## src/rtl/turn_timer_ctrl.sv

```systemverilog
// rtl/turn_timer_ctrl.sv - two-player turn scheduler driving a shared timeout counter
//
// Purpose:
//    Sequences the external Count timeout counter for a two-player game.
//    Each turn is preceded by a one-cycle LOAD state that reloads Count.
//    The turn passes to the other player on a valid move or on a timeout.
//    Timeout strikes are kept per player, and the game ends at MAX_STRIKES.
//
// Ports:
//    i_clk          system clock, rising edge
//    i_rst          asynchronous active-low reset
//    i_start        1-cycle pulse, begins a game from IDLE or OVER
//    i_abort        1-cycle pulse, returns to IDLE from any state
//    i_press0/1     1-cycle debounced move pulses for player 0 / player 1
//    i_cnt_timeout  Q of Count
//    o_cnt_reload   to Count press; held high outside TURNx
//    o_cnt_enable   1-cycle tick to Count enable, every TICK_DIV turn cycles
//    o_active       player owning the current turn
//    o_turn_on      high in TURN0/TURN1
//    o_move_ack     1-cycle pulse, active player's move accepted
//    o_timeout_evt  1-cycle pulse, active player timed out
//    o_strikes0/1   per-player timeout counts
//    o_game_over    high in OVER
//    o_loser        player that reached MAX_STRIKES, valid while o_game_over
module turn_timer_ctrl #(
   parameter int TICK_DIV     = 50_000_000,
   parameter bit FIRST_PLAYER = 1'b0,
   parameter int MAX_STRIKES  = 3,
   parameter int SW           = 2
) (
   input  logic          i_clk,
   input  logic          i_rst,
   input  logic          i_start,
   input  logic          i_abort,
   input  logic          i_press0,
   input  logic          i_press1,
   input  logic          i_cnt_timeout,
   output logic          o_cnt_reload,
   output logic          o_cnt_enable,
   output logic          o_active,
   output logic          o_turn_on,
   output logic          o_move_ack,
   output logic          o_timeout_evt,
   output logic [SW-1:0] o_strikes0,
   output logic [SW-1:0] o_strikes1,
   output logic          o_game_over,
   output logic          o_loser
);

   localparam int            PW         = (TICK_DIV > 1) ? $clog2(TICK_DIV) : 1;
   localparam logic [PW-1:0] PRESC_LAST = PW'(TICK_DIV - 1);
   localparam logic [SW-1:0] STRIKE_MAX = SW'(MAX_STRIKES);

   typedef enum logic [2:0] {
      S_IDLE  = 3'd0,
      S_LOAD0 = 3'd1,
      S_TURN0 = 3'd2,
      S_LOAD1 = 3'd3,
      S_TURN1 = 3'd4,
      S_OVER  = 3'd5
   } state_t;

   state_t        r_state;
   state_t        w_next;
   logic [PW-1:0] r_presc;
   logic [SW-1:0] r_strikes0;
   logic [SW-1:0] r_strikes1;
   logic          r_active;
   logic          r_loser;
   logic          r_move_ack;
   logic          r_timeout_evt;

   logic          w_in_turn;
   logic          w_turn_player;
   logic          w_press_own;
   logic          w_accept;
   logic          w_timeout;
   logic          w_start_game;
   logic [SW-1:0] w_cur_strikes;
   logic [SW-1:0] w_strike_inc;
   logic          w_strike_out;

   assign w_in_turn     = (r_state == S_TURN0) || (r_state == S_TURN1);
   assign w_turn_player = (r_state == S_TURN1);
   assign w_press_own   = w_turn_player ? i_press1 : i_press0;
   assign w_accept      = w_in_turn && w_press_own;
   // A move in the same cycle as the timeout wins; no strike is charged.
   assign w_timeout     = w_in_turn && i_cnt_timeout && !w_press_own;
   assign w_start_game  = i_start && ((r_state == S_IDLE) || (r_state == S_OVER));
   assign w_cur_strikes = w_turn_player ? r_strikes1 : r_strikes0;
   // Saturating increment: the counter never wraps past MAX_STRIKES.
   assign w_strike_inc  = (w_cur_strikes == STRIKE_MAX) ? w_cur_strikes
                                                        : w_cur_strikes + SW'(1);
   assign w_strike_out  = w_timeout && (w_strike_inc == STRIKE_MAX);

   // Next-state and state-decoded outputs
   always_comb begin
      w_next       = r_state;
      o_cnt_reload = 1'b1;
      o_turn_on    = 1'b0;
      o_game_over  = 1'b0;
      o_cnt_enable = 1'b0;

      case (r_state)
         S_IDLE, S_OVER: begin
            if (i_start) begin
               w_next = FIRST_PLAYER ? S_LOAD1 : S_LOAD0;
            end
            o_game_over = (r_state == S_OVER);
         end
         S_LOAD0: w_next = S_TURN0;
         S_LOAD1: w_next = S_TURN1;
         S_TURN0, S_TURN1: begin
            o_cnt_reload = 1'b0;
            o_turn_on    = 1'b1;
            o_cnt_enable = (r_presc == PRESC_LAST);
            if (w_accept || w_timeout) begin
               if (w_strike_out) begin
                  w_next = S_OVER;
               end else begin
                  w_next = w_turn_player ? S_LOAD0 : S_LOAD1;
               end
            end
         end
         default: w_next = S_IDLE;
      endcase

      if (i_abort) begin
         w_next = S_IDLE;
      end
   end

   always_ff @(posedge i_clk or negedge i_rst) begin
      if (!i_rst) begin
         r_state       <= S_IDLE;
         r_presc       <= '0;
         r_strikes0    <= '0;
         r_strikes1    <= '0;
         r_active      <= FIRST_PLAYER;
         r_loser       <= 1'b0;
         r_move_ack    <= 1'b0;
         r_timeout_evt <= 1'b0;
      end else begin
         r_state <= w_next;

         if (i_abort) begin
            r_presc       <= '0;
            r_strikes0    <= '0;
            r_strikes1    <= '0;
            r_move_ack    <= 1'b0;
            r_timeout_evt <= 1'b0;
         end else begin
            r_move_ack    <= w_accept;
            r_timeout_evt <= w_timeout;

            // Prescaler runs only in TURNx, so it restarts at 0 in the first turn cycle.
            if (w_in_turn) begin
               r_presc <= (r_presc == PRESC_LAST) ? '0 : r_presc + PW'(1);
            end else begin
               r_presc <= '0;
            end

            if (w_start_game) begin
               r_strikes0 <= '0;
               r_strikes1 <= '0;
               r_loser    <= 1'b0;
            end else if (w_timeout) begin
               if (w_turn_player) begin
                  r_strikes1 <= w_strike_inc;
               end else begin
                  r_strikes0 <= w_strike_inc;
               end
               if (w_strike_out) begin
                  r_loser <= w_turn_player;
               end
            end

            if (w_next == S_LOAD0) begin
               r_active <= 1'b0;
            end else if (w_next == S_LOAD1) begin
               r_active <= 1'b1;
            end
         end
      end
   end

   assign o_active      = r_active;
   assign o_move_ack    = r_move_ack;
   assign o_timeout_evt = r_timeout_evt;
   assign o_strikes0    = r_strikes0;
   assign o_strikes1    = r_strikes1;
   assign o_loser       = r_loser;

endmodule

```

## config.mk

```make
export PLATFORM = sky130hd
export DESIGN_NAME = turn_timer_ctrl
export DESIGN_NICKNAME = d
export VERILOG_FILES = /design/src/rtl/turn_timer_ctrl.sv
export SDC_FILE = /design/constraint.sdc
export NUM_CORES = 1
export LEC_CHECK = 0
export CORE_UTILIZATION = 54
export DETAILED_ROUTE_END_ITERATION = 8
export PLACE_DENSITY = 0.84
export SLEW_MARGIN = 5
export SYNTH_ARGS = -nofsm -noshare
export SYNTH_HDL_FRONTEND = slang
export SYNTH_SLANG_ARGS = --single-unit
export TNS_END_PERCENT = 20
```

## constraint.sdc

```tcl
create_clock -name i_clk -period 4.6 [get_ports i_clk]
set_clock_uncertainty 0.2 [all_clocks]
set_input_delay 0.46 -clock i_clk [delete_from_list [all_inputs] [get_ports i_clk]]
set_output_delay 0.46 -clock i_clk [all_outputs]
set_load 0.005 [all_outputs]
```

==> reports/results.tsv, run 1 <==
stage	metric	value	unit
power_and_ir_drop	p_switching	0.166	mW
yosys	yosys_most_used_dff	dfrtp_1	
flow_run	drv_cap	0	
floorplan	core	0.00339	mm^2
clocking	cts_resized	0	
finish	nNetsFinal	226	
power_and_ir_drop	p_comb_share	13.6	%
timing	finalHoldViolations	0	
power_and_ir_drop	power.density	271	mW/mm^2
timing	setup_tns	0	ns
routing	vias	1448	
place	hpwl	2630	um
setup_path	end_kind	output port	
setup_path	path_class	reg -> out	
status	status	finished clean	
clocking	clock_latency	0.35	ns
place	dp_cells	256	
setup_path	cp-start-kind	flop	
clocking	post_cts_buffers	0	
yosys	synthSimpleGateAreaFrac	30.5	%
power_and_ir_drop	vdd_drop_max	0.000203	V
routing	totalWireLength	3720	um
global_route	grt_pass1_vias	1250	
min_path	min_path_type	reg -> reg	
yosys	syn-num-nets	207	
power_and_ir_drop	p_leak	0.902	nW
floorplan	ios	19	
clocking	path_clk_slew	0.10	ns
power_and_ir_drop	intPower	0.431	mW
global_route	antenna_found_initial	0	
setup_path	arrival	2.13	ns
timing	finalMaxSlewViolations	0	
place	portBuffers	18	
yosys	synth_xor_area_share	11.3	%
floorplan	die_w	62.0	um
routing	drtAntennaViolNets	0	
yosys	synth_top_family_by_area	simple AND/OR/NAND/NOR gates	
yosys	seq_area_frac_synth	47.6	%
yosys	async_flop_share	100	%
clocking	cts_buffer_depth	2	
timing	rsz0062_at_grt	no	
floorplan	dieArea	0.00385	mm^2
timing	worstMarginPinSlew	0.912	ns
yosys	synth_edf_count	0	
clocking	ctsHtreeMaxLevel	2	
power_and_ir_drop	finalPower	0.598	mW
setup_path	worstPathRequired	3.94	ns
floorplan	die_y	62.0	um
floorplan	initial_core_util	57.4	%
setup_path	r2r-start	r_state[1]	
finish	drive_gt1_share	8.68	%
yosys	synth_area_per_cell	9.78	um^2
timing	period_needed	2.79	ns
routing	first_pass_iters	4	
yosys	synth_cell_types	42	
finish	fin_cells	265	
setup_path	crit_path_start	r_presc[0]	
clocking	cts_buffers	5	
timing	min_period_over_period	60.6	%
global_route	grt-ovfl-total	0	
global_route	grt_pass1_wl	5840	um
yosys	synth_compound_area_share	5.47	%
min_path	hp-start	r_presc[0]	
routing	wire_per_inst	14.0	um
yosys	synthMuxAreaShare	1.67	%
timing	max_freq	0.359	GHz
routing	drtIter0Drc	73	
finish	area_growth	13.2	%
timing	relSlewSlack	39.2	%
routing	route.detailed.drc	0	
power_and_ir_drop	p_sw_share	27.8	%
clocking	ctsRootBufferMaster	clkbuf_4	
timing	setup_violations	0	
place	gp_routability_congestion	0.856	
yosys	ys_seq_elements	37	
floorplan	row_count	21	
yosys	syn-instance-count	199	
yosys	synthAdderAreaFrac	0.643	%
power_and_ir_drop	clockPowerShare	28.2	%
yosys	yosysWarnings	0	
clocking	cts_tree	yes	
finish	nFillCells	273	
routing	vias_per_cell	5.46	
global_route	grt_use_total	21.3	%
finish	diodes	0	
yosys	netlist_area	0.00195	mm^2
power_and_ir_drop	p_seq_share	58.3	%
setup_path	cp_max_fo	6	
global_route	grt_max_degree	38	
clocking	cts_sinks	37	
logic make-up (layout without fill, tap and decap cells):
group / count (synthesis) / in the layout
buffers and inverters: 11 / 31
multiplexers: 3 / 3
XOR/XNOR: 25 / 25
AND/OR/NAND/NOR: 106 / 106
AO/OA/AOI/OAI: 16 / 16
flip-flops: 37 / 37
adder cells (fa/ha/maj): 1 / 1
layout make-up:
type | count | area, um^2 | share of cell area, %
repair buffers | 19 | 185 | 8.40
well taps | 46 | 57.6 | 2.61
flip-flops and latches | 37 | 926 | 42.0
multi-input cells | 151 | 965 | 43.8
clock inverters | 3 | 17.5 | 0.795
inverters | 4 | 15.0 | 0.681
clock buffers | 5 | 37.5 | 1.70
path summary, 6_finish.rpt:
| kind | to | slack [ns] | cells past startpoint |
|---|---|---|---|
| setup / recovery | o_cnt_enable | 1.81 | 5 |
| hold / removal | r_presc[0] | 0.33 | 1 |
| setup reg to reg | r_presc[9] | 2.14 | 6 |
| hold reg to reg | r_presc[0] | 0.33 | 1 |
| max in group asynchronous | r_presc[16] | 3.18 | 2 |
| min in group asynchronous | o_strikes1[0] | 0.51 | 2 |
per-stage QoR:
stage	instance area [um^2]	util, %	setup slack (ns)	hold slack, ns
2_1_floorplan	1950	-	2.57	-0.0356
3_3_place_gp	2140	63.1	2.08	0.284
4_1_cts	2200	65.0	1.79	0.324
6_report	2200	65.0	1.81	0.332
3_5_place_dp	2140	63.1	2.04	0.299
5_1_grt	2200	65.0	1.67	0.342
state kept, by name, summed over array words and instances, names as in the netlist:
signal         flops
r_presc           26
r_state            3
o_strikes0         2
o_strikes1         2
o_active           1
o_loser            1
o_move_ack         1
o_timeout_evt      1
worst max-delay path, stage by stage (launching register included):
cell and delay [ns]:
dfrtp_1 0.43, ha_1 0.30, nand3_1 0.18, nand4bb_1 0.25, nor2_1 0.11, clkdlybuf4s50_1 0.50
synthesized netlist by cell type (5+ instances only):
cell / number / share of area, %
a21oi_1: 7 / 1.8
and3_1: 5 / 1.6
buf_2: 5 / 1.3
dfrtp_1: 37 / 48
nand2_1: 11 / 2.1
nand2b_1: 5 / 1.6
nand3_1: 13 / 3.3
nand4_1: 6 / 1.9
nor2_1: 39 / 7.5
nor3_1: 6 / 1.5
xnor2_1: 7 / 3.2
xor2_1: 18 / 8.1
power groups by stage:
| stage | clock (mW) | combinational (mW) | sequential, mW |
|---|---|---|---|
| after global routing | 0.186 | 0.0891 | 0.349 |
| after CTS | 0.175 | 0.0813 | 0.348 |
| after detailed placement | 0 | 0.0804 | 0.354 |
| final | 0.168 | 0.0812 | 0.348 |
| after global placement | 0 | 0.0783 | 0.354 |
| after floorplan | 0 | 0.0516 | 0.345 |
cells in the final DEF (no fill, tap or decap), drive strengths merged:
| cell type | count |
|---|---|
| a21o | 2 |
| a21oi | 7 |
| a221oi | 1 |
| and2 | 1 |
| and3 | 5 |
| and3b | 1 |
| and4 | 2 |
| buf | 1 |
| clkbuf | 5 |
| clkdlybuf4s50 | 17 |
| clkinv | 3 |
| clkinvlp | 1 |
| dfrtp | 37 |
| dlygate4sd3 | 1 |
| ha | 1 |
| inv | 3 |
| mux2 | 2 |
| mux2i | 1 |
| nand2 | 11 |
| nand2b | 7 |
| nand3 | 13 |
| nand3b | 2 |
| nand4 | 6 |
| nand4bb | 2 |
| nor2 | 39 |
| nor3 | 6 |
| nor3b | 3 |
| nor4 | 3 |
| nor4b | 1 |
| o211a | 1 |
| o211ai | 1 |
| o21ai | 3 |
| o311ai | 1 |
| or2 | 1 |
| or3b | 1 |
| or4 | 2 |
| xnor2 | 7 |
| xor2 | 18 |
repair_timing:
action | CTS | global route
endpoints found under the setup margin | 0 | 0
hold buffers | 1 | 0
endpoints found under the hold margin | 19 | 0
per-layer routing:
layer,vias up,part of all wire [%],wire [um],track usage (%)
met3,5,3.2,120,4.97
met2,27,45,1660,31.9
met1,692,50,1870,30.3
met4,0,1.6,58,7.94
li1,724,-,-,-
met5,-,0,0,0
No activity file was read; power rests on OpenSTA's default activity.
==> inputs of run 2 (changes only) <==
CORE_UTILIZATION = 51   (was 54)
PLACE_DENSITY = 0.83   (was 0.84)
clock period = 2.5 ns   (was 4.6 ns; I/O delays follow)
==> reports/results.tsv, run 2 (synthesis gave the netlist of run 1 again) <==
stage	metric	value	unit	change
timing	min_period_over_period	96.5	%	
floorplan	ios	19		unchanged
setup_path	arrival	1.96	ns	-0.17 ns
finish	nNetsFinal	234		+3.5%
routing	totalWireLength	3990	um	+7.5%
timing	relSlewSlack	41.0	%	+1.8 points
finish	top_regs	r_presc: 26 flops, r_state: 3 flops		
routing	route.detailed.drc	0		unchanged
setup_path	cp-start-kind	flop		
finish	largest_reg_flops	26		unchanged
timing	worstMarginPinSlew	0.885	ns	-0.0267 ns
floorplan	row_count	22		+4.8%
floorplan	die_y	63.8	um	+2.8%
clocking	path_clk_slew	0.08	ns	-0.02 ns
global_route	antenna_found_initial	0		unchanged
timing	setup_tns	0	ns	unchanged
clocking	cts_buffer_depth	2		unchanged
setup_path	path_class	reg -> out		
floorplan	die_w	63.8	um	+2.8%
timing	finalHoldViolations	0		unchanged
timing	layout_setup_ws	0.0870	ns	-1.73 ns
clocking	ctsHtreeMaxLevel	2		unchanged
place	postPlaceCellArea	0.00216	mm^2	+1.2%
finish	final_util	64.8	%	-0.21 points
timing	finalMaxSlewViolations	0		unchanged
power_and_ir_drop	vdd_drop_max	0.000373	V	+84%
finish	final_cell_area	0.00237	mm^2	+7.7%
clocking	clock_latency	0.29	ns	-0.06 ns
finish	diodes	0		unchanged
routing	drtIter0Drc	121		+66%
power_and_ir_drop	p_leak	0.983	nW	+8.9%
place	hpwl	2620	um	-0.38%
global_route	grt_use_total	20.6	%	-0.71 points
finish	area_growth	21.9	%	
finish	final_cell_mix	nor2_1, dfrtp_1, xor2_1		
global_route	grt_max_degree	38		unchanged
place	gp_routability_congestion	0.917		+7.1%
clocking	cts_tree	yes		
floorplan	dieArea	0.00407	mm^2	+5.7%
routing	vias_per_cell	5.39		-1.4%
timing	holdWs	0.296	ns	-0.0353 ns
flow_run	drv_cap	0		unchanged
routing	drtAntennaViolNets	0		unchanged
setup_path	worstPathRequired	2.05	ns	-1.89 ns
finish	drive_gt1_share	15.4	%	+6.7 points
global_route	grt_pass1_wl	6510	um	+11%
finish	fin_cells	275		+3.8%
place	pre_cts_ws	0.159	ns	-1.88 ns
timing	max_freq	0.414	GHz	
setup_path	cp_max_fo	3		-3
routing	vias	1482		+2.3%
routing	wire_per_inst	14.5	um	+3.6%
power_and_ir_drop	power.density	505	mW/mm^2	+86%
status	status	finished clean		
clocking	cts_buffers	5		unchanged
global_route	grt_pass1_vias	1468		+17%
finish	regMostFlops	r_presc		
floorplan	initial_core_util	53.1	%	-4.3 points
place	dp_cells	261		+2.0%
floorplan	core	0.00366	mm^2	+8.0%
global_route	grt-ovfl-total	0		unchanged
min_path	min_path_type	reg -> reg		
routing	first_pass_iters	4		unchanged
clocking	cts_sinks	37		unchanged
timing	period_needed	2.41	ns	
clocking	ctsRootBufferMaster	clkbuf_8		
finish	final_common_cell	nor2_1		
timing	setup_violations	0		unchanged
setup_path	end_kind	output port		
place	portBuffers	18		unchanged
power_and_ir_drop	finalPower	1.20	mW	+100%
## run 2: cell count changes in the layout (fill, tap and decap cells not counted), moves of 2 or more
cell       delta
clkbuf_8      +5
nand4bb_1     -2
buf_4         +8
clkbuf_4      -5
dfrtp_2       +3
dfrtp_1       -3
nand4bb_4     +2
## run 2: what timing repair did
item	in CTS	in global routing
setup endpoints to repair	1	1
hold endpoints to repair	37	0
pin swaps	0	2
hold buffers	1	0
gates resized for setup	1	10
setup buffers	0	5
## run 2: worst paths after layout
kind / from / end / slack (ns) / depth (start not counted)
worst max-delay path: r_presc[24] / o_cnt_enable / 0.09 / 5
worst min-delay path: o_active / o_active / 0.30 / 1
worst max register to register: r_state[2] / o_active / 0.30 / 4
worst min register to register: o_active / o_active / 0.30 / 1
max in group asynchronous: i_rst / r_presc[2] / 1.07 / 2
min in group asynchronous: i_rst / r_presc[21] / 0.41 / 2
## run 2: final cells by class
type                       count  area [um^2]
clock inverter                 3         17.5
sequential                    37          930
multi-input combinational    151         1040
timing repair buffer          27          245
inverter                       4         15.0
fill                         276         1290
tap                           48         60.1
clock buffer                   5         68.8
## run 2: critical path, stage by stage, from the launching register on
cell	delay, ns
dfrtp_1	0.41
nand4bb_4	0.26
nor3_4	0.25
nand4bb_4	0.14
nor2_1	0.10
clkdlybuf4s50_1	0.51
## run 2: report_power, final
part | switching (mW) | internal, mW
sequential | 0.0256 | 0.614
combinational | 0.0749 | 0.0772
clock | 0.214 | 0.192
total | 0.315 | 0.884
## run 2: routing by layer
layer  wire length [um]  track usage, %  up-vias
li1                   -               -      740
met1               1900            28.2      710
met2               1930            31.0       30
met3                132            6.43        2
met4                 31            7.10        0
met5                  0               0        -
==> inputs of run 3 (changes only) <==
--- a/constraint.sdc
+++ b/constraint.sdc
@@ -3,3 +3,3 @@
 set_input_delay 0.25 -clock i_clk [delete_from_list [all_inputs] [get_ports i_clk]]
 set_output_delay 0.25 -clock i_clk [all_outputs]
-set_load 0.005 [all_outputs]
+set_load 0.01 [all_outputs]
==> reports/results.tsv, run 3 (synthesis gave the netlist of run 1 again) <==
stage	metric	value	unit	change
timing	relSlewSlack	40.5	%	-0.50 points
finish	fin_cells	276		+0.36%
timing	worstMarginPinSlew	0.892	ns	+0.00746 ns
timing	setup_tns	0	ns	unchanged
finish	regMostFlops	r_presc		
setup_path	path_class	reg -> out		
setup_path	path_cells	nor4_2 > nand2_1 > nand4bb_4 > nor2_1 > clkdlybuf4s50_1		
power_and_ir_drop	power.density	591	mW/mm^2	+17%
clocking	ctsRootBufferMaster	clkbuf_8		
timing	rsz0062_at_grt	no		
setup_path	cp-start-kind	flop		
clocking	cts_buffer_depth	2		unchanged
routing	first_pass_iters	4		unchanged
finish	top_regs	r_presc: 26 flops, r_state: 3 flops		
place	pre_cts_ws	0.164	ns	+0.00471 ns
routing	totalWireLength	3830	um	-4.0%
global_route	grt-ovfl-total	0		unchanged
routing	drtIter0Drc	86		-29%
setup_path	arrival	1.99	ns	+0.03 ns
setup_path	crit_path_top_delay_cell	clkdlybuf4s50_1		
global_route	grtUsageMet2	33.6	%	+2.7 points
flow_run	drv_cap	0		unchanged
power_and_ir_drop	finalPower	1.41	mW	+18%
clocking	ctsHtreeMaxLevel	2		unchanged
power_and_ir_drop	vdd_drop_max	0.000346	V	-7.5%
global_route	grt_max_degree	38		unchanged
global_route	grt_use_met3	5.36	%	-1.1 points
place	portBuffers	18		unchanged
finish	register_area	926	um^2	-0.40%
power_and_ir_drop	p_leak	1.02	nW	+3.8%
finish	nNetsFinal	235		+0.43%
place	dp_cells	262		+0.38%
global_route	grt_pass1_wl	6640	um	+2.1%
routing	drtAntennaViolNets	0		unchanged
global_route	grtUsageMet1	27.9	%	-0.27 points
timing	layout_setup_ws	0.0582	ns	-0.0288 ns
timing	max_freq	0.410	GHz	-1.2%
clocking	clock_latency	0.29	ns	about the same
setup_path	worstPathRequired	2.05	ns	about the same
floorplan	die_y	63.8	um	unchanged
min_path	min_path_type	reg -> reg		
setup_path	crit_buf_inv	1		unchanged
timing	finalMaxSlewViolations	0		unchanged
setup_path	critical-path-top-delay-family	simple AND/OR/NAND/NOR gates		
global_route	busiest_layer	met2		
floorplan	die_w	63.8	um	unchanged
finish	diodes	0		unchanged
global_route	grt_pass1_vias	1484		+1.1%
clocking	path_clk_slew	0.08	ns	about the same
routing	vias_per_cell	5.57		+3.3%
setup_path	critPathMaxStageDelay	0.55	ns	+0.04 ns
finish	final_util	65.1	%	+0.34 points
timing	period_needed	2.44	ns	+0.0288 ns
finish	nFillCells	307		+11%
finish	drive_gt1_share	14.0	%	-1.4 points
routing	vias	1537		+3.7%
place	gp_routability_congestion	0.907		-1.1%
finish	final_common_cell	nor2_1		
floorplan	dieArea	0.00407	mm^2	unchanged
timing	min_period_over_period	97.7	%	+1.2 points
global_route	grt_use_total	21.3	%	+0.69 points
timing	finalHoldViolations	0		unchanged
clocking	cts_buffers	5		unchanged
floorplan	ios	19		unchanged
timing	setup_violations	0		unchanged
finish	area_growth	22.6	%	
setup_path	cp_max_fo	4		+1
place	hpwl	2630	um	+0.51%
finish	largest_reg_flops	26		unchanged
routing	route.detailed.drc	0		unchanged
floorplan	row_count	22		unchanged
finish	multi_input_area	997	um^2	-3.7%
routing	wire_per_inst	13.9	um	-4.4%
floorplan	initial_core_util	53.1	%	unchanged
floorplan	core	0.00366	mm^2	unchanged
clocking	cts_tree	yes		
clocking	cts_sinks	37		unchanged
finish	final_cell_mix	nor2_1, dfrtp_1, xor2_1		
status	status	finished clean		
global_route	antenna_found_initial	0		unchanged
setup_path	end_kind	output port		
## run 3: cell types whose count changed in the layout (fill, tap and decap cells not counted), sizes merged
| cell | previous run | this run |
|---|---|---|
| clkinvlp | 1 | 0 |
| buf | 8 | 9 |
| bufinv | 0 | 2 |
| clkinv | 3 | 2 |
## run 3: area by class of cell
class | instances | share of cell area [%]
inverters | 4 | 0.630
flip-flops and latches | 37 | 38.8
clock inverters | 3 | 2.73
clock buffers | 5 | 2.89
repair buffers | 28 | 10.6
multi-input cells | 151 | 41.8
well taps | 48 | 2.52
## run 3: power breakdown
part           switching [mW]  internal, mW
registers              0.0238         0.615
logic                  0.0797        0.0770
clock network           0.219         0.396
## run 3: final timing paths
kind                                 to  slack [ns]  cells after the start        start
max                        o_cnt_enable        0.06                      5  r_presc[11]
min                            o_active        0.30                      1     o_active
max reg2reg                    o_active        0.33                      4   r_state[2]
min reg2reg                    o_active        0.30                      1     o_active
max in group asynchronous    r_state[2]        1.13                      2        i_rst
min in group asynchronous   r_presc[20]        0.41                      2        i_rst
## run 3: what timing repair did
item                                    in CTS  in global routing
hold buffers                                 1                  0
setup buffers                                1                  4
endpoints found under the hold margin       37                  0
resized for setup                            3                  1
endpoints found under the setup margin       1                  1
## run 3: metal layers
| layer | share of wire, % | vias up |
|---|---|---|
| met5 | 0 | - |
| met4 | 2.1 | 0 |
| met3 | 3.9 | 8 |
| met2 | 48 | 39 |
| met1 | 45 | 749 |
| li1 | - | 741 |
## run 3: metrics by stage
stage	hold slack (ns)	area, um^2
floorplan	-0.246	1950
global placement	0.210	2170
detailed placement	0.225	2170
CTS	0.305	2350
global route	0.328	2380
finish	0.302	2380
